===== config.mk =====
export PLATFORM = sky130hd
export DESIGN_NAME = uart_command_decoder
export DESIGN_NICKNAME = d
export VERILOG_FILES = /design/src/rtl/uart_command_decoder.sv
export SDC_FILE = /design/constraint.sdc
export NUM_CORES = 1
export LEC_CHECK = 0
export CORE_MARGIN = 4
export CORE_UTILIZATION = 50
export DETAILED_ROUTE_END_ITERATION = 10
export PLACE_DENSITY_LB_ADDON = 0.3
export RECOVER_POWER = 50
export SLEW_MARGIN = 20
export SYNTH_ARGS = -nofsm -noshare
export SYNTH_HDL_FRONTEND = slang
export SYNTH_SLANG_ARGS = --single-unit

===== constraint.sdc =====
create_clock -name clk -period 2.35 [get_ports clk]
set_input_delay 0.47 -clock clk [delete_from_list [all_inputs] [get_ports clk]]
set_output_delay 0.47 -clock clk [all_outputs]
set_load 0.01 [all_outputs]

===== src/rtl/uart_command_decoder.sv =====
// UART command front end: assembles 32-bit LSB-first command words from the RX FIFO,
// drives the core clock divider, core reset and memory port, and returns a 4-byte response.
module uart_command_decoder #(
  parameter int TIMEOUT_CYCLES = 2500000
) (
  input  logic        clk,
  input  logic        resetn,
  input  logic        rx_fifo_empty,
  output logic        rx_fifo_read,
  input  logic [7:0]  rx_fifo_read_data,
  input  logic        tx_fifo_full,
  output logic        tx_fifo_write,
  output logic [7:0]  tx_fifo_write_data,
  output logic        clk_div_write_pulse,
  output logic        clk_div_option,
  output logic        clk_div_out_enable,
  output logic [31:0] clk_div_divider,
  output logic [31:0] clk_div_pulse,
  output logic        reset_core,
  output logic        mem_read,
  output logic        mem_write,
  output logic [31:0] mem_address,
  output logic [31:0] mem_write_data,
  input  logic [31:0] mem_read_data,
  input  logic        mem_ack,
  output logic        busy
);

  localparam int TW = $clog2(TIMEOUT_CYCLES + 1);

  localparam logic [7:0] OP_PULSE = 8'h43;
  localparam logic [7:0] OP_AUTO  = 8'h41;
  localparam logic [7:0] OP_STOP  = 8'h53;
  localparam logic [7:0] OP_RESET = 8'h52;
  localparam logic [7:0] OP_WRITE = 8'h57;
  localparam logic [7:0] OP_LOAD  = 8'h4C;
  localparam logic [7:0] OP_PING  = 8'h70;

  localparam logic [31:0] RESP_ACK  = 32'h0000_4B4F;
  localparam logic [31:0] RESP_ERR  = 32'hFFFF_FFFF;
  localparam logic [31:0] RESP_PONG = 32'h504F_4E47;

  typedef enum logic [2:0] {
    IDLE, FETCH, CAPTURE, DECODE, DATA_FETCH, DATA_CAPTURE, MEM, RESP
  } state_t;

  state_t        state, state_next;
  logic [1:0]    cnt;
  logic [31:0]   cmd_word;
  logic [31:0]   resp_word;
  logic [TW-1:0] idle_timer;
  logic [7:0]    op;
  logic [23:0]   cmd_arg;
  logic          timer_armed;
  logic          timed_out;

  assign op      = cmd_word[7:0];
  assign cmd_arg = cmd_word[31:8];

  // The data phase of 'W' always follows captured command bytes, so it is always guarded.
  assign timer_armed = (state == FETCH && cnt != 2'd0) || state == DATA_FETCH;
  assign timed_out   = timer_armed && rx_fifo_empty && idle_timer == TW'(TIMEOUT_CYCLES - 1);

  // NOTE: sequential state uses non-blocking assignments so every flop samples pre-edge values.
  always_ff @(posedge clk or negedge resetn) begin
    if (!resetn) state <= IDLE;
    else         state <= state_next;
  end

  always_comb begin
    // NOTE: default first, so no path through this block leaves state_next unassigned (no latch).
    state_next = state;
    case (state)
      IDLE:         if (!rx_fifo_empty) state_next = CAPTURE;
      FETCH: begin
        if (!rx_fifo_empty) state_next = CAPTURE;
        else if (timed_out) state_next = IDLE;
      end
      CAPTURE:      state_next = (cnt == 2'd3) ? DECODE : FETCH;
      DECODE: begin
        case (op)
          OP_WRITE: state_next = DATA_FETCH;
          OP_LOAD:  state_next = MEM;
          default:  state_next = RESP;
        endcase
      end
      DATA_FETCH: begin
        if (!rx_fifo_empty) state_next = DATA_CAPTURE;
        else if (timed_out) state_next = IDLE;
      end
      DATA_CAPTURE: state_next = (cnt == 2'd3) ? MEM : DATA_FETCH;
      MEM:          if (mem_ack) state_next = RESP;
      RESP:         if (!tx_fifo_full && cnt == 2'd3) state_next = IDLE;
      default:      state_next = IDLE;
    endcase
  end

  always_comb begin
    rx_fifo_read       = 1'b0;
    tx_fifo_write      = 1'b0;
    tx_fifo_write_data = resp_word[{cnt, 3'b000} +: 8];
    busy               = (state != IDLE);
    case (state)
      IDLE, FETCH, DATA_FETCH: rx_fifo_read  = !rx_fifo_empty;
      RESP:                    tx_fifo_write = !tx_fifo_full;
      default: ;
    endcase
  end

  // One shared 2-bit counter indexes command bytes, data bytes and response bytes in turn.
  always_ff @(posedge clk or negedge resetn) begin
    if (!resetn) begin
      cnt                 <= '0;
      cmd_word            <= '0;
      resp_word           <= '0;
      idle_timer          <= '0;
      clk_div_write_pulse <= 1'b0;
      clk_div_option      <= 1'b0;
      clk_div_out_enable  <= 1'b0;
      clk_div_divider     <= '0;
      clk_div_pulse       <= '0;
      reset_core          <= 1'b1;
      mem_read            <= 1'b0;
      mem_write           <= 1'b0;
      mem_address         <= '0;
      mem_write_data      <= '0;
    end else begin
      clk_div_write_pulse <= 1'b0;
      idle_timer          <= (timer_armed && rx_fifo_empty) ? idle_timer + 1'b1 : '0;
      case (state)
        FETCH, DATA_FETCH: if (timed_out) cnt <= '0;
        CAPTURE: begin
          cmd_word[{cnt, 3'b000} +: 8] <= rx_fifo_read_data;
          cnt                          <= cnt + 1'b1;
        end
        DATA_CAPTURE: begin
          mem_write_data[{cnt, 3'b000} +: 8] <= rx_fifo_read_data;
          cnt                                <= cnt + 1'b1;
          if (cnt == 2'd3) mem_write <= 1'b1;
        end
        DECODE: begin
          resp_word <= RESP_ACK;
          case (op)
            OP_PULSE: begin
              clk_div_option      <= 1'b0;
              clk_div_out_enable  <= 1'b1;
              clk_div_pulse       <= {8'h00, cmd_arg};
              clk_div_write_pulse <= 1'b1;
            end
            OP_AUTO: begin
              clk_div_option      <= 1'b1;
              clk_div_out_enable  <= 1'b1;
              clk_div_divider     <= {8'h00, cmd_arg};
              clk_div_write_pulse <= 1'b1;
            end
            OP_STOP: begin
              clk_div_out_enable  <= 1'b0;
              clk_div_write_pulse <= 1'b1;
            end
            OP_RESET: reset_core  <= cmd_arg[0];
            OP_WRITE: mem_address <= {6'b0, cmd_arg, 2'b00};
            OP_LOAD: begin
              mem_address <= {6'b0, cmd_arg, 2'b00};
              mem_read    <= 1'b1;
            end
            OP_PING: resp_word <= RESP_PONG;
            default: resp_word <= RESP_ERR;
          endcase
        end
        MEM: begin
          if (mem_ack) begin
            mem_read  <= 1'b0;
            mem_write <= 1'b0;
            if (mem_read) resp_word <= mem_read_data;
          end
        end
        RESP: if (!tx_fifo_full) cnt <= cnt + 1'b1;
        default: ;
      endcase
    end
  end

endmodule


==> qor.csv, run 1 <==
metric;value;unit
outcome;finished clean;
fin_nets;1030;
insertion_delay;0.50;ns
gr-usage-met1;29.5;%
crit_fanout;5;
die-area;0.0197;mm2
io_pins;190;
arrival;1.80;ns
met3_usage;3.65;%
vias;6492;
ff2ff_path_depth;6;
drtAntennaViolNets;0;
busiest_layer;met2;
synthToLayoutAreaGrowth;28.9;%
synth_cells;803;
rows;48;
startpoint_type;flip-flop;
maxCapViolations;0;
clock_sinks;201;
layout-drive-gt1-share;15.7;%
clock-root-buffer;clkbuf_16;
min_period;2.27;ns
initial_utilization;50.9;%
max_freq;440;MHz
vias_per_cell;5.34;
io_buffers;165;
synth-edff-count;0;
fin_hold_ws;0.483;ns
tightestPinTransition;1.40;ns
r2r-end;clk_div_divider[6]$_DFFE_PN0P_;
seq_power_share;41.9;%
routedWlPerCell;17.6;um
diodes;0;
cts_tree;yes;
antenna_found_initial;0;
wl;21.3;mm
power.density;995;mW/mm2
p_comb_share;29.2;%
p_sw_share;32.0;%
htree_levels;1;
grt_pass1_wl;34.7;mm
synthFlopType;dfrtp_1;
dp_hpwl;15.1;mm
synth_cell_types;54;
setup_viol;0;
critical_path.startpoint;cnt[0]$_DFFE_PN0P_;
grt_remaining_overflow;0;
rsz0062_at_grt;no;
final_hold_viol_count;0;
dp.cells;1177;
grt_max_degree;65;
slew_headroom;6.77;%
finClkSkew;0.0121;ns
r2r_setup_slack;0.11;ns
min_to;mem_write$_DFFE_PN0P_;
min_path_cells;2;
maxSlewViolCount;0;
peakVddDrop;0.000697;V
drc;0;
gp_congestion;0.804;
dieHeight;141;um
drtIter0Drc;408;
fp.dieW;141;um
p_sw;3.60;mW
firstDrtPassIters;4;
worstHoldPathType;flip-flop to flip-flop;
cts_buffer_depth;3;
leakage;5.31;nW
internal-power;7.66;mW
clockPowerShare;28.9;%
cp.required;1.88;ns
grt_use_met2;36.2;%
grt_use_total;21.8;%
path_clk_slew;0.06;ns
core_area;0.0172;mm2
min-delay-start;mem_write$_DFFE_PN0P_;
r2r_start;state[2]$_DFFE_PN0P_;
ys_seq_area_share;57.3;%
avgSynthCellArea;10.9;um2
synthArstFlopShare;100;%
yosys_warnings;0;
synthesis.area;0.00878;mm2
worstSetupEndpointType;primary output;
final_cells;1215;
synth-seq-cells;201;
finalCritPeriodShare;96.6;%
critPathKind;flip-flop to primary output;
grt_pass1_vias;6440;
cts_made_buffers;22;
worst max-delay path: stages, from the launching register on:
cell and delay, ns:
dfrtp_1 0.35, buf_6 0.14, mux4_2 0.50, dlygate4sd2_1 0.30
registers in the layout, summed over array words and instances, names as in the netlist, 2 cells and up:
name             cells
clk_div_divider     24
clk_div_pulse       24
cmd_word            32
cnt                  2
idle_timer          22
mem_address         24
mem_write_data      32
resp_word           32
state                3
cell type report:
type                    instances  area (um2)
clock buffers                  35         681
fillers                      1351        5920
inverters                      12        45.0
multi-input cells             550        3430
flip-flops and latches        201        5030
well taps                     225         282
repair buffers                192        1850
cells in the final DEF (no fill, tap or decap), types with 19 or more instances in the layout:
master           instances
conb_1                  24
dfrtp_1                198
o21ai_0                 79
clkdlybuf4s50_1        107
mux2_2                  54
a21oi_1                 23
dlygate4sd3_1           47
mux2_4                  19
nand2_1                141
nor2_1                  77
clkbuf_16               23
worst max path at each step:
| stage | endpoint | slack (ns) |
|---|---|---|
| after detailed placement | tx_fifo_write | 0.10 |
| after floorplan | mem_write_data[15]$_DFFE_PN0P_ | 0.34 |
| after global placement | tx_fifo_write | 0.16 |
| after CTS | tx_fifo_write_data[7] | -0.04 |
| after global routing | clk_div_divider[18]$_DFFE_PN0P_ | 0.008 |
| final | tx_fifo_write_data[3] | 0.08 |
cell families (layout without fill, tap and decap cells):
family,Yosys count,count (layout),synth area share [%]
AND/OR/NAND/NOR,284,284,14.4
flip-flops,201,201,57.3
AO/OA/AOI/OAI,139,139,8.81
multiplexers,81,81,12.2
buffers and inverters,75,239,4.75
XOR/XNOR,16,16,1.60
adder cells (fa/ha/maj),6,6,0.855
other,1,24,0.0427
through the flow:
step	power, mW	util (%)	area, um2	setup WS (ns)	setup TNS, ns
after global placement	8.08	61.9	10700	0.163	0
after detailed placement	8.17	61.9	10700	0.101	0
after CTS	11.4	66.0	11400	-0.0366	-0.0366
after global routing	11.9	65.7	11300	0.00836	0
final	11.3	65.7	11300	0.0795	0
after floorplan	6.47	-	8860	0.340	0
synthesized netlist by cell type (all sizes together) (8+ instances only):
| library cell | count | share of area (%) |
|---|---|---|
| a211oi | 9 | 0.77 |
| a21oi | 23 | 1.3 |
| a31oi | 17 | 1.2 |
| buf | 37 | 3.1 |
| clkbuf | 26 | 1.1 |
| dfrtp | 200 | 57 |
| inv | 12 | 0.51 |
| mux2 | 73 | 10 |
| mux4 | 8 | 2.1 |
| nand2 | 142 | 6.1 |
| nand3 | 8 | 0.46 |
| nor2 | 80 | 3.4 |
| nor3 | 10 | 0.63 |
| o21ai | 80 | 4.6 |
| or3 | 10 | 0.71 |
| xnor2 | 12 | 1.2 |
what timing repair did:
item	CTS	global route
gates resized for setup	25	5
setup endpoints to repair	11	4
setup buffers	2	0
hold endpoints to repair	49	0
hold buffers	1	0
power by group through the flow:
stage / combinational, mW / sequential, mW / clock (mW)
after floorplan: 1.77 / 4.70 / 0
after global placement: 3.35 / 4.73 / 0
after detailed placement: 3.41 / 4.76 / 0
after CTS: 3.38 / 4.72 / 3.32
after global routing: 3.66 / 4.80 / 3.47
final: 3.29 / 4.72 / 3.25
metal layers:
| metal | vias up | routed length (um) |
|---|---|---|
| li1 | 3066 | - |
| met3 | 44 | 1030 |
| met5 | - | 0 |
| met4 | 0 | 626 |
| met1 | 3211 | 9010 |
| met2 | 171 | 10700 |
Power figures use the tool's default switching activity.
==> inputs of run 2 (changes only) <==
==> constraint.sdc (replaced) <==
create_clock -name clk -period 2.35 [get_ports clk]
set_input_delay 0.47 -clock clk [delete_from_list [all_inputs] [get_ports clk]]
set_output_delay 0.47 -clock clk [all_outputs]
set_load 0.005 [all_outputs]
==> qor.csv, run 2 (synthesis results as in run 1) <==
metric;value;unit;change
initial_utilization;50.9;%;unchanged
layout-drive-gt1-share;16.4;%;+0.73 points
final_cell_mix;dfrtp_1 (198), nand2_1 (141), clkdlybuf4s50_1 (111);;
grt_remaining_overflow;0;;unchanged
fp.dieW;141;um;unchanged
core_area;0.0172;mm2;unchanged
max_freq;434;MHz;-1.5%
leakage;5.31;nW;-0.10%
fin_util;65.9;%;+0.29 points
diodes;0;;unchanged
reg_top3;cmd_word (32), mem_write_data (32), resp_word (32);;
maxSlewViolCount;0;;unchanged
cp.required;1.88;ns;about the same
grt_pass1_wl;35.0;mm;+0.86%
cts_tree;yes;;
fin_nets;1037;;+0.68%
drc;0;;unchanged
grt_max_degree;65;;unchanged
htree_levels;1;;unchanged
grt_use_total;21.9;%;+0.070 points
startpoint_type;flip-flop;;
cts_made_buffers;21;;-4.5%
dp.cells;1178;;+0.085%
setup_slack;0.0452;ns;-0.0343 ns
setup_viol;0;;unchanged
dp_hpwl;15.0;mm;-0.64%
finalCritPeriodShare;98.1;%;+1.5 points
dieHeight;141;um;unchanged
power.density;973;mW/mm2;-2.2%
path_clk_slew;0.06;ns;about the same
seq_area;0.00503;mm2;unchanged
final_cells;1220;;+0.41%
die-area;0.0197;mm2;unchanged
crit_fanout;11;;+6
gp_congestion;0.853;;+6.1%
wl;21.6;mm;+1.5%
min_period;2.30;ns;+0.0343 ns
arrival;1.83;ns;+0.03 ns
clock-root-buffer;clkbuf_16;;
io_buffers;165;;unchanged
final_common_cell;dfrtp_1;;
synthToLayoutAreaGrowth;29.5;%;
drtAntennaViolNets;0;;unchanged
outcome;finished clean;;
worstHoldPathType;flip-flop to flip-flop;;
multi_input_area;0.00344;mm2;+0.44%
critPathKind;flip-flop to primary output;;
setup_tns;0;ns;unchanged
r2r_setup_slack;0.21;ns;+0.10 ns
rows;48;;unchanged
firstDrtPassIters;8;;+4
final_hold_viol_count;0;;unchanged
io_pins;190;;unchanged
drtIter0Drc;341;;-16%
fillers;1317;;-2.5%
antenna_found_initial;0;;unchanged
p_total;11.1;mW;-1.8%
insertion_delay;0.50;ns;about the same
clock_sinks;201;;unchanged
slew_headroom;12.0;%;+5.3 points
vias;6525;;+0.51%
maxCapViolations;0;;unchanged
pre_cts_ws;0.171;ns;+0.0704 ns
worstSetupEndpointType;primary output;;
finClkSkew;0.0185;ns;+0.00642 ns
cts_buffer_depth;3;;unchanged
grt_pass1_vias;6460;;+0.31%
tightestPinTransition;1.32;ns;-0.0788 ns
peakVddDrop;0.000502;V;-28%
routedWlPerCell;17.7;um;+1.0%
vias_per_cell;5.35;;about the same
-- run 2: changes by cell type in the layout (fill, tap and decap cells not counted), moves of 2 or more --
cell | before | now
buf_4 | 18 | 20
clkbuf_16 | 23 | 21
dlygate4sd3_1 | 47 | 45
buf_2 | 3 | 0
dlygate4sd2_1 | 5 | 3
clkbuf_2 | 4 | 9
clkdlybuf4s50_1 | 107 | 111
clkbuf_1 | 7 | 5
-- run 2: power breakdown --
group | total [mW] | switching, mW | internal (mW)
clock | 3.12 | 1.28 | 1.84
combinational | 3.23 | 1.65 | 1.59
sequential | 4.70 | 0.538 | 4.17
total | 11.1 | 3.47 | 7.59
-- run 2: path summary, 6_finish.rpt --
check | cells past startpoint | from | endpoint
worst max register to register | 8 | state[2]$_DFFE_PN0P_ | resp_word[28]$_DFFE_PN0P_
worst min-delay path | 2 | mem_write_data[26]$_DFFE_PN0P_ | mem_write_data[26]$_DFFE_PN0P_
worst min register to register | 2 | mem_write_data[26]$_DFFE_PN0P_ | mem_write_data[26]$_DFFE_PN0P_
worst max-delay path | 4 | state[1]$_DFFE_PN0P_ | rx_fifo_read
min in group asynchronous | 2 | resetn | mem_address[9]$_DFFE_PN0P_
max in group asynchronous | 3 | resetn | clk_div_divider[15]$_DFFE_PN0P_
-- run 2: metal layers --
metal,routed length (um),up-vias,global-route usage [%]
met3,1220,40,2.63
met4,488,0,5.71
met5,0,-,0
met2,11000,217,36.7
li1,-,3078,-
met1,8960,3190,30.4
-- run 2: through the flow --
stage               hold slack, ns  area, um2
finish                       0.474      11400
global route                 0.493      11400
CTS                          0.481      11400
detailed placement           0.458      10700
global placement             0.449      10700
floorplan                    0.174       8860
-- run 2: cell type report --
class / count / share of cell area (%)
well taps: 225 / 2.48
inverters: 12 / 0.396
clock inverters: 1 / 0.0771
repair buffers: 200 / 16.9
flip-flops and latches: 201 / 44.3
clock buffers: 31 / 5.57
multi-input cells: 550 / 30.3
-- run 2: what timing repair did --
action | CTS | global route
hold buffers | 1 | 0
buffers inserted | 6 | 3
setup endpoints to repair | 11 | 8
gates resized for setup | 17 | 11
endpoints found under the hold margin | 45 | 0
-- run 2: critical path: stages, from the launching register on --
cell	delay (ns)
dfrtp_2	0.43
buf_6	0.15
nor2_2	0.13
and2_1	0.13
clkdlybuf4s50_1	0.50
==> inputs of run 3 (changes only) <==
--- a/config.mk
+++ b/config.mk
@@ -7,8 +7,9 @@
 export LEC_CHECK = 0
 export CORE_MARGIN = 4
 export CORE_UTILIZATION = 50
+export CTS_BUF_LIST = sky130_fd_sc_hd__clkbuf_2
 export DETAILED_ROUTE_END_ITERATION = 10
-export PLACE_DENSITY_LB_ADDON = 0.3
+export PLACE_DENSITY = 0.79
 export RECOVER_POWER = 50
 export SLEW_MARGIN = 20
 export SYNTH_ARGS = -nofsm -noshare
==> qor.csv, run 3 (synthesis results as in run 1) <==
metric;value;unit;change
grt_max_degree;65;;unchanged
grt_remaining_overflow;0;;unchanged
ff2ff_path_depth;6;;-2
rsz0062_at_grt;yes;;
dieHeight;141;um;unchanged
layout-drive-gt1-share;20.1;%;+3.8 points
final_common_cell;dfrtp_1;;
r2r_setup_slack;-0.02;ns;-0.23 ns
gp_congestion;0.814;;-4.6%
min-delay-start;mem_read_data[15];;
firstDrtPassIters;5;;-3
min_path_cells;3;;+1
outcome;complete, but fails checks;;
cp.required;1.88;ns;about the same
insertion_delay;0.83;ns;+0.33 ns
routedWlPerCell;16.5;um;-7.2%
io_buffers;165;;unchanged
synthToLayoutAreaGrowth;26.3;%;
drtAntennaViolNets;0;;unchanged
fp.dieW;141;um;unchanged
reg_top3;cmd_word (32), mem_write_data (32), resp_word (32);;
cts_buffer_depth;3;;unchanged
htree_levels;2;;+1
power.density;916;mW/mm2;-5.9%
grt_pass1_vias;6464;;+0.062%
finClkSkew;0.0738;ns;+0.0553 ns
critical_path.startpoint;cnt[0]$_DFFE_PN0P_;;
setup_tns;-1.13;ns;-1.13 ns
fillers;1412;;+7.2%
io_pins;190;;unchanged
fin_nets;1061;;+2.3%
antenna_found_initial;1;;+1
final_cell_mix;dfrtp_1 (197), clkdlybuf4s50_1 (152), nand2_1 (142);;
critPathKind;flip-flop to primary output;;
setup_viol;16;;+16
crit_fanout;6;;-5
violations;negative setup slack;;
seq_power_share;46.5;%;+4.0 points
clock_sinks;201;;unchanged
initial_utilization;50.9;%;unchanged
slew_headroom;19.4;%;+7.4 points
rows;48;;unchanged
grt_use_total;21.2;%;-0.69 points
min_to;resp_word[15]$_DFFE_PN0P_;;
startpoint_type;flip-flop;;
r2r_start;state[2]$_DFFE_PN0P_;;
finalCritPeriodShare;106;%;+8.2 points
max_freq;400;MHz;-7.7%
p_sw_share;35.0;%;+3.7 points
peakVddDrop;0.000496;V;-1.3%
worstHoldPathType;input port to flip-flop;;
path_clk_slew;0.10;ns;+0.04 ns
wl;21.0;mm;-3.1%
min_period;2.50;ns;+0.192 ns
die-area;0.0197;mm2;unchanged
final_hold_viol_count;0;;unchanged
p_sw;3.56;mW;+2.7%
cts_made_buffers;49;;+130%
pre_cts_ws;0.136;ns;-0.0347 ns
maxCapViolations;0;;unchanged
worstSetupEndpointType;primary output;;
core_area;0.0172;mm2;unchanged
tightestPinTransition;1.21;ns;-0.111 ns
vias;6613;;+1.3%
maxSlewViolCount;0;;unchanged
fin_util;64.3;%;-1.6 points
cts_tree;yes;;
setup_slack;-0.147;ns;-0.192 ns
p_comb_share;31.8;%;+2.6 points
r2r-end;clk_div_divider[15]$_DFFE_PN0P_;;
vias_per_cell;5.19;;-2.9%
clock-root-buffer;clkbuf_2;;
internal-power;6.60;mW;-13%
grt_pass1_wl;33.7;mm;-3.5%
dp_hpwl;14.4;mm;-4.4%
leakage;5.15;nW;-2.9%
clockPowerShare;21.7;%;-6.5 points
arrival;2.03;ns;+0.20 ns
drtIter0Drc;489;;+43%
drc;0;;unchanged
run 3: routing by layer:
layer | GRT usage [%] | vias to the layer above | wire, um
li1 | - | 3154 | -
met1 | 30.2 | 3212 | 9320
met2 | 32.8 | 215 | 9770
met3 | 4.34 | 32 | 1530
met4 | 6.68 | 0 | 362
met5 | 0 | - | 0
run 3: worst max-delay path by stage:
stage,endpoint,slack (ns)
finish,tx_fifo_write_data[0],-0.15
floorplan,mem_write_data[15]$_DFFE_PN0P_,0.34
global placement,tx_fifo_write,0.20
detailed placement,tx_fifo_write,0.14
CTS,tx_fifo_write_data[0],-0.24
global route,tx_fifo_write_data[6],-0.24
run 3: power groups by stage:
stage	sequential [mW]	combinational [mW]	clock [mW]
after floorplan	4.59	1.70	0
after global placement	4.74	3.17	0
after detailed placement	4.76	3.24	0
after CTS	4.71	3.34	2.30
after global routing	4.81	3.60	2.48
final	4.72	3.23	2.21
run 3: through the flow:
stage / hold slack (ns) / power, mW / instances / area, um2
3_3_place_gp: 0.452 / 7.91 / 1173 / 10700
6_report: 0.242 / 10.2 / 1274 / 11100
5_1_grt: 0.181 / 10.9 / 1274 / 11100
4_1_cts: 0.0924 / 10.3 / 1274 / 11200
3_5_place_dp: 0.448 / 8.01 / 1173 / 10700
2_1_floorplan: 0.174 / 6.30 / 826 / 8860
run 3: layout make-up:
cell class,count,area (um2),share of cell area [%]
clock buffer,71,355,3.20
clock inverter,18,77.6,0.699
tap,225,282,2.54
sequential,201,5030,45.4
multi-input combinational,550,3430,30.9
inverter,12,48.8,0.440
timing repair buffer,196,1860,16.8
antenna,1,2.50,0.0226
run 3: critical path, stage by stage (launching register included):
cell,delay (ns)
dfrtp_2,0.45
buf_12,0.15
mux4_2,0.52
buf_2,0.15
run 3: repair_timing:
action                                 4_1_cts  5_1_grt
setup buffers                               10        1
pin swaps                                    2        0
endpoints found under the hold margin      165        0
setup endpoints to repair                   12       11
resized for setup                           59        4
cloned                                       1        0
hold buffers                                 1        0
